File: src/rtl/fetch_stage_pkg.sv
// Shared core definitions: fetch FSM states, the canonical NOP encoding
// and the control-flow opcodes used by fetch, decode and the branch checker.
package fetch_stage_pkg;

    typedef enum logic [1:0] {
        REQ  = 2'd0,
        WAIT = 2'd1,
        DROP = 2'd2
    } fetch_state_e;

    localparam logic [31:0] NOP_INST = 32'h0000_0013;

    localparam logic [6:0] BRANCH = 7'd99;
    localparam logic [6:0] JALR   = 7'd103;
    localparam logic [6:0] JAL    = 7'd111;

    typedef struct packed {
        logic [31:0] pc;
        logic [31:0] inst;
    } if_id_t;

    function automatic logic is_ctrl_flow(input logic [6:0] opcode);
        return (opcode == BRANCH) || (opcode == JALR) || (opcode == JAL);
    endfunction

endpackage

File: src/rtl/fetch_skid_buf.sv
// One-entry {pc, inst} holding slot for a response that lands while
// decode is stalled; clear wins over load.
module fetch_skid_buf
    import fetch_stage_pkg::*;
#(
    parameter int REG_SIZE = 32
) (
    input  logic                clk,
    input  logic                rst_n,
    input  logic                load,
    input  logic                clear,
    input  logic [REG_SIZE-1:0] load_pc,
    input  logic [31:0]         load_inst,
    output logic                valid,
    output logic [REG_SIZE-1:0] pc,
    output logic [31:0]         inst
);

    always_ff @(posedge clk or negedge rst_n) begin
        if (!rst_n) begin
            valid <= 1'b0;
            pc    <= '0;
            inst  <= NOP_INST;
        end else if (clear) begin
            valid <= 1'b0;
        end else if (load) begin
            valid <= 1'b1;
            pc    <= load_pc;
            inst  <= load_inst;
        end
    end

endmodule

File: src/rtl/fetch_stage.sv
// Instruction fetch: PC ownership, single-outstanding imem requests,
// redirect flush (including in-flight responses) and the IF/ID register.
module fetch_stage
    import fetch_stage_pkg::*;
#(
    parameter int                  REG_SIZE = 32,
    parameter logic [REG_SIZE-1:0] RESET_PC = '0
) (
    input  logic                clk,
    input  logic                rst_n,
    input  logic                br_taken,
    input  logic [REG_SIZE-1:0] br_target,
    input  logic                trap_req,
    input  logic [REG_SIZE-1:0] trap_pc,
    input  logic                stall,
    output logic                imem_req,
    output logic [REG_SIZE-1:0] imem_addr,
    input  logic                imem_rvalid,
    input  logic [31:0]         imem_rdata,
    output logic                if_valid,
    output logic [REG_SIZE-1:0] if_pc,
    output logic [31:0]         if_inst
);

    fetch_state_e        state;
    logic [REG_SIZE-1:0] pc;
    logic [REG_SIZE-1:0] req_pc;
    logic [REG_SIZE-1:0] target;
    logic                redirect;
    logic                resp;
    logic                skid_valid;
    logic                skid_load;
    logic                skid_clear;
    logic [REG_SIZE-1:0] skid_pc;
    logic [31:0]         skid_inst;

    assign redirect = trap_req | br_taken;
    assign target   = trap_req ? trap_pc : br_target;

    // Request is held off while in reset so the port shows its reset value.
    assign imem_req  = rst_n & (state == REQ) & ~redirect & ~skid_valid;
    assign imem_addr = pc;

    assign resp       = (state == WAIT) & imem_rvalid & ~redirect;
    assign skid_load  = resp & stall;
    assign skid_clear = redirect | (~stall & skid_valid);

    fetch_skid_buf #(
        .REG_SIZE (REG_SIZE)
    ) u_skid (
        .clk       (clk),
        .rst_n     (rst_n),
        .load      (skid_load),
        .clear     (skid_clear),
        .load_pc   (req_pc),
        .load_inst (imem_rdata),
        .valid     (skid_valid),
        .pc        (skid_pc),
        .inst      (skid_inst)
    );

    always_ff @(posedge clk or negedge rst_n) begin
        if (!rst_n) begin
            state  <= REQ;
            pc     <= RESET_PC;
            req_pc <= '0;
        end else begin
            unique case (state)
                REQ: begin
                    if (redirect) begin
                        pc <= target;
                    end else if (!skid_valid) begin
                        req_pc <= pc;
                        pc     <= pc + REG_SIZE'(4);
                        state  <= WAIT;
                    end
                end
                WAIT: begin
                    if (redirect) begin
                        pc    <= target;
                        state <= imem_rvalid ? REQ : DROP;
                    end else if (imem_rvalid) begin
                        state <= REQ;
                    end
                end
                DROP: begin
                    if (redirect) pc <= target;
                    // The stale response retires the drop no matter what.
                    if (imem_rvalid) state <= REQ;
                end
                default: state <= REQ;
            endcase
        end
    end

    always_ff @(posedge clk or negedge rst_n) begin
        if (!rst_n) begin
            if_valid <= 1'b0;
            if_pc    <= '0;
            if_inst  <= NOP_INST;
        end else if (redirect) begin
            if_valid <= 1'b0;
        end else if (!stall) begin
            if (skid_valid) begin
                if_valid <= 1'b1;
                if_pc    <= skid_pc;
                if_inst  <= skid_inst;
            end else if (resp) begin
                if_valid <= 1'b1;
                if_pc    <= req_pc;
                if_inst  <= imem_rdata;
            end else begin
                if_valid <= 1'b0;
            end
        end
    end

endmodule

File: config.mk
export PLATFORM = sky130hd
export DESIGN_NAME = fetch_stage
export DESIGN_NICKNAME = d
export VERILOG_FILES = /design/src/rtl/fetch_stage_pkg.sv /design/src/rtl/fetch_skid_buf.sv /design/src/rtl/fetch_stage.sv
export SDC_FILE = /design/constraint.sdc
export NUM_CORES = 1
export LEC_CHECK = 0
export CORE_MARGIN = 2
export CORE_UTILIZATION = 45
export DETAILED_ROUTE_END_ITERATION = 7
export PLACE_DENSITY = 0.79
export SYNTH_ARGS = -nofsm -noshare
export SYNTH_HDL_FRONTEND = slang
export SYNTH_HIERARCHICAL = 1
export SYNTH_SLANG_ARGS = --single-unit
File: constraint.sdc
create_clock -name clk -period 2.5 [get_ports clk]
set_clock_uncertainty 0.1 [all_clocks]
set_input_delay 0.5 -clock clk [delete_from_list [all_inputs] [get_ports clk]]
set_output_delay 0.5 -clock clk [all_outputs]
set_load 0.02 [all_outputs]
Yosys cells after proc, flatten, opt, wreduce, memory -nomap -nowiden. Index checks and enable logic that the tools add are counted.

Flip-flop bits (word level): 196. Bits in latches: 0. Memory bits (writable): 0. Memory bits (read-only): 0. Bits of input ports: 102. Output and inout port bits: 98. Word-level logic and storage cells: 61. Memories kept: 0.

Add/subtract/negate cells: 1. Multiply operators: 0. Divide/modulo/power cells: 0. $lt $le $gt $ge: 0. Equality and inequality tests: 7. Shifts and indexed selects: 0. Mux-type cells: 21. Bitwise logic cells: 13. Reductions and logical operators: 10.

Operators with widths (number): 2-to-1 mux 32 bit (8); case mux 32 bit (2 select lines) (1); adder 32 x 3 -> 32 bit (second input constant) (1); 2-to-1 mux 2 bit (5); AND reduction 3 bit (3); bitwise AND 1 bit (7); 2-to-1 mux 1 bit (6); case mux 2 bit (3 select lines) (1); nonzero test 2 bit (3); != test 2 x 1 -> 1 bit (second input constant) (2); != test 2 bit (second input constant) (2); inverter 1 bit (4); AND reduction 2 bit (2); != test 3 bit (second input constant) (1); equality test 2 x 1 -> 1 bit (second input constant) (1); equality test 2 bit (second input constant) (1); zero test 2 bit (1); OR 1 bit (2); OR reduction 2 bit (1).

Depth between registers and ports, before layout. Gate-level depths: netlist of run 1.

Depth after elaboration: 7. Mapped depth: 9. Depth with buffers taken out: 7.

Cells and area by module. Netlist of run 1, hierarchy kept.

By module, submodules not included: fetch_stage (times used 1, cells each 657, area an instance 6621.4 um^2, sequential area each 3281.9 um^2); fetch_skid_buf (times used 1, cells each 139, area an instance 2737.6 um^2, sequential area each 1630.3 um^2).

Worst setup path after synthesis of run 1. No wires, ideal clock.

Path kind: input-to-output. Start point: in trap_req. End point: out imem_req. Arrival time: 1938 ps. Required time: 1900 ps. Setup slack: -38 ps. Stages on the path: 6. Path buffers: 3. Path through: clkbuf_1 -> nor2_1 -> and3_1 -> clkbuf_1 -> clkbuf_1 -> and2_1.

Cells in the longest elaborated chain, start to end: 4.

RTL lines: from (decl) (RTL line fetch_stage.sv:13) `input logic trap_req,`; OR 1 bit (RTL line fetch_stage.sv:37) `assign redirect = trap_req | br_taken;`; inverter 1 bit (no line); bitwise AND 1 bit (2 in a row) (RTL line fetch_stage.sv:41) `assign imem_req = rst_n & (state == REQ) & ~redirect & ~skid_valid;`; to (decl) (RTL line fetch_stage.sv:16) `output logic imem_req,`.

Every way passes these cells.

Final worst setup path of run 1.
Start point: reg state[0]. End point: out imem_req.

Cells in the longest elaborated chain, start to end: 4.

RTL lines: from (decl) (RTL line fetch_stage.sv:25) `fetch_state_e state;`; from (signal assigned) (RTL line fetch_stage.sv:81) `state <= imem_rvalid ? REQ : DROP;`; zero test 2 bit (RTL line fetch_stage.sv:41); bitwise AND 1 bit (3 in a row) (RTL line fetch_stage.sv:41).

Every way passes these cells.

==> flow_summary_export.csv, run 1 <==
group,metric,value,unit
sta,rsz0062_at_grt,"false",
placement,gp_congestion,0.893,
route,drc,0,
cts,clock_path_buffers,2,
die,initial_utilization,46.1,%
cells_and_area,layout_common_cells,"clkdlybuf4s50_1 (197), dfrtp_1 (187), nor2_1 (93), a21oi_1 (93), mux2i_1 (77)",
synth,synth_edf_count,0,
global_route,grtUsageTotal,21.4,%
status,status,"finished clean",
synth,synth_area_per_cell,11.8,µm²
sta,slew_violations,0,
power,design_power_total,13600,µW
sta,worstMarginPinSlew,0.841,ns
global_route,first_global_vias,7029,
die,die_h,148,µm
route,wire_per_inst,17.7,µm
critical_path,rr_endpoint,"imem_addr[28]$_DFFE_PN0P_",
synth,synth.cell_area,9360,µm²
power,p_per_area,1090,nW/µm²
route,num_vias,6998,
cells_and_area,multi_input_area,4140,µm²
critical_path,arrival,1.80,ns
placement,postPlaceCellArea,11800,µm²
sta,hold_slack,0.0957,ns
critical_path,rr_worst_depth,6,
synth,ys_async_sr_fraction,100,%
global_route,grt_antenna_before_repair,0,
critical_path,path_cells,"inv_1, ha_4, and3_2, and2_1, clkdlybuf4s15_2",
cts,numCtsBuffers,17,
cells_and_area,diodes,0,
cts,clk_latency,0.43,ns
min_path,hold_path.class,"primary input to asynchronous set/reset pin",
sta,period_minus_slack,2.40,ns
global_route,grt_max_degree,140,
route,routed_wirelength,22.8,mm
flow_run,cap_violations,0,
synth,ys_ff_latch,196,
route,vias_per_cell,5.42,
cells_and_area,syn2layout_area_growth,32.7,%
critical_path,crit_path_start,"state[0]$_DFFE_PN0P_",
critical_path,critical_path_class,"flop to output pin",
synth,ys.flop_type,"dfrtp_1",
cts,clock_sinks,196,
sta,clock.fmax,416,MHz
die,fp.coreArea,20300,µm²
cells_and_area,ff_latch_area,4920,µm²
power,peakVddDrop,0.000584,V
synth,ys_types,55,
power,leakage,0.00512,µW
cells_and_area,instances_no_fill,1291,
cells_and_area,final_cell_area,12400,µm²
synth,yosys_warnings,6,
route,drt_iter0_drc,456,
critical_path,rr_startpoint,"imem_addr[2]$_DFFE_PN0P_",
critical_path,r2r_slack,0.14,ns
placement,port_buffers,199,
placement,place_inst,1259,
sta,period_share,96.1,%
synth,syn_nets,903,
cts,holdBufCountCts,0,
global_route,grt_pass1_wl,37.2,mm
cts,cts_tree,"yes",
critical_path,startpoint_type,"flop",
cells_and_area,nFillCells,1636,
critical_path,cpMaxStageDelayCell,"dfrtp_1",
cts,cts_root_buf,"clkbuf_16",
cells_and_area,layout_commonest_cell,"clkdlybuf4s50_1",
critical_path,slowest_delay,0.41,ns
cells_and_area,drive_above_1_share,20.7,%
die,ios,200,
sta,finalSetupViolCount,0,
cells_and_area,nNetsFinal,1115,
sta,slew_headroom,43.9,%
critical_path,crit_end,"imem_req",
die,die_w,148,µm
die,rows,52,
die,die-area,22000,µm²
placement,hpwl,16.0,mm
sta,hold_viol,0,
critical_path,crit_path_max_fanout,5,
cts,path_clk_slew,0.07,ns
global_route,grt_overflow,0,
route,route.antenna.remaining_nets,0,
critical_path,cp.required,1.90,ns
cts,htree_levels,4,
critical_path,cp-end-kind,"output pin",
route,firstDrtPassIters,5,
synth,netlist_instances,796,
synth,synth_seq_area_share,52.5,%
## stage by stage
stage | setup slack (ns) | util, % | setup TNS, ns
floorplan | 0.0783 | - | 0
global placement | -0.188 | 58.4 | -1.63
detailed placement | -0.201 | 58.4 | -3.92
CTS | 0.0359 | 61.1 | 0
global route | 0.0216 | 61.2 | 0
finish | 0.0972 | 61.2 | 0
## critical path, delay by kind of cell, from the launching register on
family                   cells  cell delay, ns
AND/OR/NAND/NOR              2            0.34
adder cells (fa/ha/maj)      1            0.20
buffers and inverters        2            0.42
flip-flops                   1            0.41
## kinds of logic after synthesis
| family | count (synthesis) | share of synthesized area (%) |
|---|---|---|
| multiplexers | 179 | 22.9 |
| AO/OA/AOI/OAI | 171 | 10.9 |
| buffers and inverters | 58 | 3.57 |
| adder cells (fa/ha/maj) | 5 | 0.668 |
| flip-flops | 196 | 52.5 |
| AND/OR/NAND/NOR | 187 | 9.44 |
## how the worst min path moves through the flow
| stage | start | to | cells past startpoint |
|---|---|---|---|
| global route | rst_n | if_valid$_DFFE_PN0P_ | 2 |
| CTS | rst_n | if_pc[29]$_DFFE_PN0P_ | 2 |
| detailed placement | if_inst[1]$_DFFE_PN1P_ | if_inst[1]$_DFFE_PN1P_ | 2 |
| finish | rst_n | state[1]$_DFFE_PN0P_ | 2 |
| global placement | u_skid/pc[30]$_DFFE_PN0P_ | u_skid/pc[30]$_DFFE_PN0P_ | 1 |
| floorplan | rst_n | if_inst[10]$_DFFE_PN0P_ | 0 |
## layer usage
layer | track usage [%] | share of wire [%]
met1 | 30.8 | 46
met2 | 33.6 | 47
met3 | 4.42 | 6.3
met4 | 5.24 | 1.1
met5 | 0 | 0
## registers in the layout, indices dropped and copies added (netlist names)
| signal | count |
|---|---|
| imem_addr | 32 |
| if_valid | 1 |
| u_skid/valid | 1 |
| if_pc | 32 |
| u_skid/inst | 32 |
| u_skid/pc | 32 |
| req_pc | 32 |
| state | 2 |
| if_inst | 32 |
## cells in the mapped netlist (8+ instances only)
library cell  number  area share [%]
clkbuf_1          40             1.6
o21ai_0           22             1.2
nand3_1           14            0.75
mux2i_1           77             8.2
o22ai_1            8            0.53
nor2_1            95             3.8
nand2_1           28             1.1
mux2_2            42             5.1
o22a_1             9            0.84
dfrtp_1          190              51
mux2_4            60             9.6
a21oi_1           93             5.0
## cell type report
class                      count  share of cell area [%]
clock buffer                  19                    3.57
inverter                       5                   0.151
tap                          270                    2.72
clock inverter                13                   0.917
multi-input combinational    542                    33.3
sequential                   196                    39.6
timing repair buffer         246                    19.7
## what timing repair did
item | 4_1_cts | 5_1_grt
cloned | 0 | 0
buffers inserted | 0 | 0
setup endpoints to repair | 1 | 2
gates resized for setup | 4 | 2
## report_power, final
group / leakage [µW] / total (µW) / switching (µW) / internal (µW)
registers: 0.00244 / 5340 / 925 / 4410
logic: 0.00241 / 5610 / 2750 / 2870
clock network: 0.000267 / 2620 / 1280 / 1340
Note: power is estimated with default switching activity, not from simulation.
==> inputs of run 2 (changes only) <==
Settings changed: CTS_CLUSTER_DIAMETER set to 40, RECOVER_POWER set to 50, SLEW_MARGIN set to 5.
==> flow_summary_export.csv, run 2 (synthesis results as in run 1) <==
group,metric,value,unit
sta,worstMarginPinSlew,1.41,ns
power,peakVddDrop,0.000585,V
route,route.antenna.remaining_nets,0,
power,leakage,0.00512,µW
cts,cts_tree,"yes",
critical_path,startpoint_type,"flop",
cells_and_area,syn2layout_area_growth,32.1,%
sta,fin_ws,0.0927,ns
global_route,grtUsageTotal,21.4,%
cts,clock_sinks,196,
cts,clock_path_buffers,2,
cells_and_area,layout_commonest_cell,"dfrtp_1",
sta,slew_violations,0,
critical_path,rr_endpoint,"imem_addr[28]$_DFFE_PN0P_",
cts,numCtsBuffers,17,
cts,htree_levels,4,
cts,path_clk_slew,0.07,ns
cells_and_area,drive_above_1_share,20.4,%
critical_path,r2r_slack,0.14,ns
cells_and_area,diodes,0,
cells_and_area,ff_latch_area,4920,µm²
sta,clock.fmax,415,MHz
critical_path,rr_worst_depth,6,
critical_path,rr_startpoint,"imem_addr[2]$_DFFE_PN0P_",
cts,cts_root_buf,"clkbuf_16",
route,num_vias,7014,
critical_path,crit_path_start,"state[0]$_DFFE_PN0P_",
global_route,grt_overflow,0,
cells_and_area,nNetsFinal,1115,
sta,rsz0062_at_grt,"false",
cells_and_area,layout_common_cells,"dfrtp_1 (187), clkdlybuf4s50_1 (175), nor2_1 (93), a21oi_1 (93), mux2i_1 (77)",
route,drt_iter0_drc,465,
route,routed_wirelength,22.8,mm
placement,port_buffers,199,
global_route,grt_pass1_wl,37.2,mm
die,fp.coreArea,20300,µm²
sta,period_minus_slack,2.41,ns
min_path,holdPathStages,2,
global_route,first_global_vias,7029,
cells_and_area,instances_no_fill,1291,
critical_path,crit_end,"imem_req",
sta,hold_viol,0,
die,initial_utilization,46.1,%
global_route,grt_antenna_before_repair,0,
min_path,hold_path.class,"flop to flop",
placement,place_inst,1259,
die,die-area,22000,µm²
die,die_w,148,µm
critical_path,cp-end-kind,"output pin",
cells_and_area,nFillCells,1647,
critical_path,cp.required,1.90,ns
flow_run,cap_violations,0,
route,drc,0,
die,ios,200,
die,rows,52,
placement,hpwl,16.0,mm
placement,gp_congestion,0.893,
status,status,"finished clean",
die,die_h,148,µm
global_route,grt_max_degree,140,
cells_and_area,multi_input_area,4140,µm²
cts,clk_latency,0.43,ns
route,wire_per_inst,17.6,µm
sta,hold_slack,0.401,ns
sta,finalSetupViolCount,0,
route,vias_per_cell,5.43,
sta,period_share,96.3,%
critical_path,critical_path_class,"flop to output pin",
power,p_per_area,1090,nW/µm²
power,design_power_total,13500,µW
placement,place_ws,-0.201,ns
sta,slew_headroom,6.08,%
critical_path,crit_path_max_fanout,5,
route,firstDrtPassIters,5,
critical_path,arrival,1.81,ns
run 2: changes by cell type in the layout (fill, tap and decap cells not counted), sizes merged:
cell,before,now
clkdlybuf4s50,197,175
clkbuf,20,26
buf,47,41
dlygate4sd3,0,22
run 2: per-stage QoR:
| stage | TNS, ns | util [%] | cell area [µm²] |
|---|---|---|---|
| 2_1_floorplan | 0 | - | 9360 |
| 3_3_place_gp | -1.63 | 58.4 | 11800 |
| 3_5_place_dp | -3.92 | 58.4 | 11800 |
| 4_1_cts | 0 | 61.1 | 12400 |
| 5_1_grt | 0 | 60.9 | 12400 |
| 6_report | 0 | 60.9 | 12400 |
run 2: report_power, final:
part | total, µW | internal (µW) | switching (µW)
sequential | 5330 | 4410 | 916
clock | 2620 | 1340 | 1280
combinational | 5540 | 2790 | 2740
total | 13500 | 8540 | 4940
run 2: worst min path at each step:
stage                                   start                   endpoint  slack [ns]
CTS                                     rst_n      if_pc[29]$_DFFE_PN0P_        0.20
detailed placement     if_inst[1]$_DFFE_PN1P_     if_inst[1]$_DFFE_PN1P_        0.40
global route        u_skid/pc[11]$_DFFE_PN0P_  u_skid/pc[11]$_DFFE_PN0P_        0.43
floorplan                               rst_n    if_inst[10]$_DFFE_PN0P_        0.10
global placement    u_skid/pc[30]$_DFFE_PN0P_  u_skid/pc[30]$_DFFE_PN0P_        0.39
finish                 if_inst[1]$_DFFE_PN1P_     if_inst[1]$_DFFE_PN1P_        0.40
run 2: metal layers:
metal  vias to the layer above  share of wire, %  track usage, %
li1                       3307                 -               -
met4                         0               1.6            5.24
met3                        34               6.8            4.42
met1                      3400                45            30.8
met2                       273                46            33.6
met5                         -                 0               0
run 2: cell type report:
type                            count  share of cell area, %
Clock inverter                     13                  0.921
Timing Repair Buffer              246                   19.4
Multi-Input combinational cell    542                   33.5
Inverter                            5                  0.152
Tap cell                          270                   2.73
Sequential cell                   196                   39.8
Clock buffer                       19                   3.58
run 2: timing repair:
action / CTS / global route
gates resized for setup: 4 / 2
hold buffers: 0 / 0
endpoints found under the setup margin: 1 / 2
hold endpoints to repair: 0 / 0
gates cloned: 0 / 0
buffers inserted: 0 / 0
run 2: critical path, cell delays in order, from the launching register on:
cell	delay, ns
dfrtp_1	0.42
inv_1	0.15
ha_4	0.20
and3_2	0.19
and2_1	0.16
clkdlybuf4s15_2	0.27
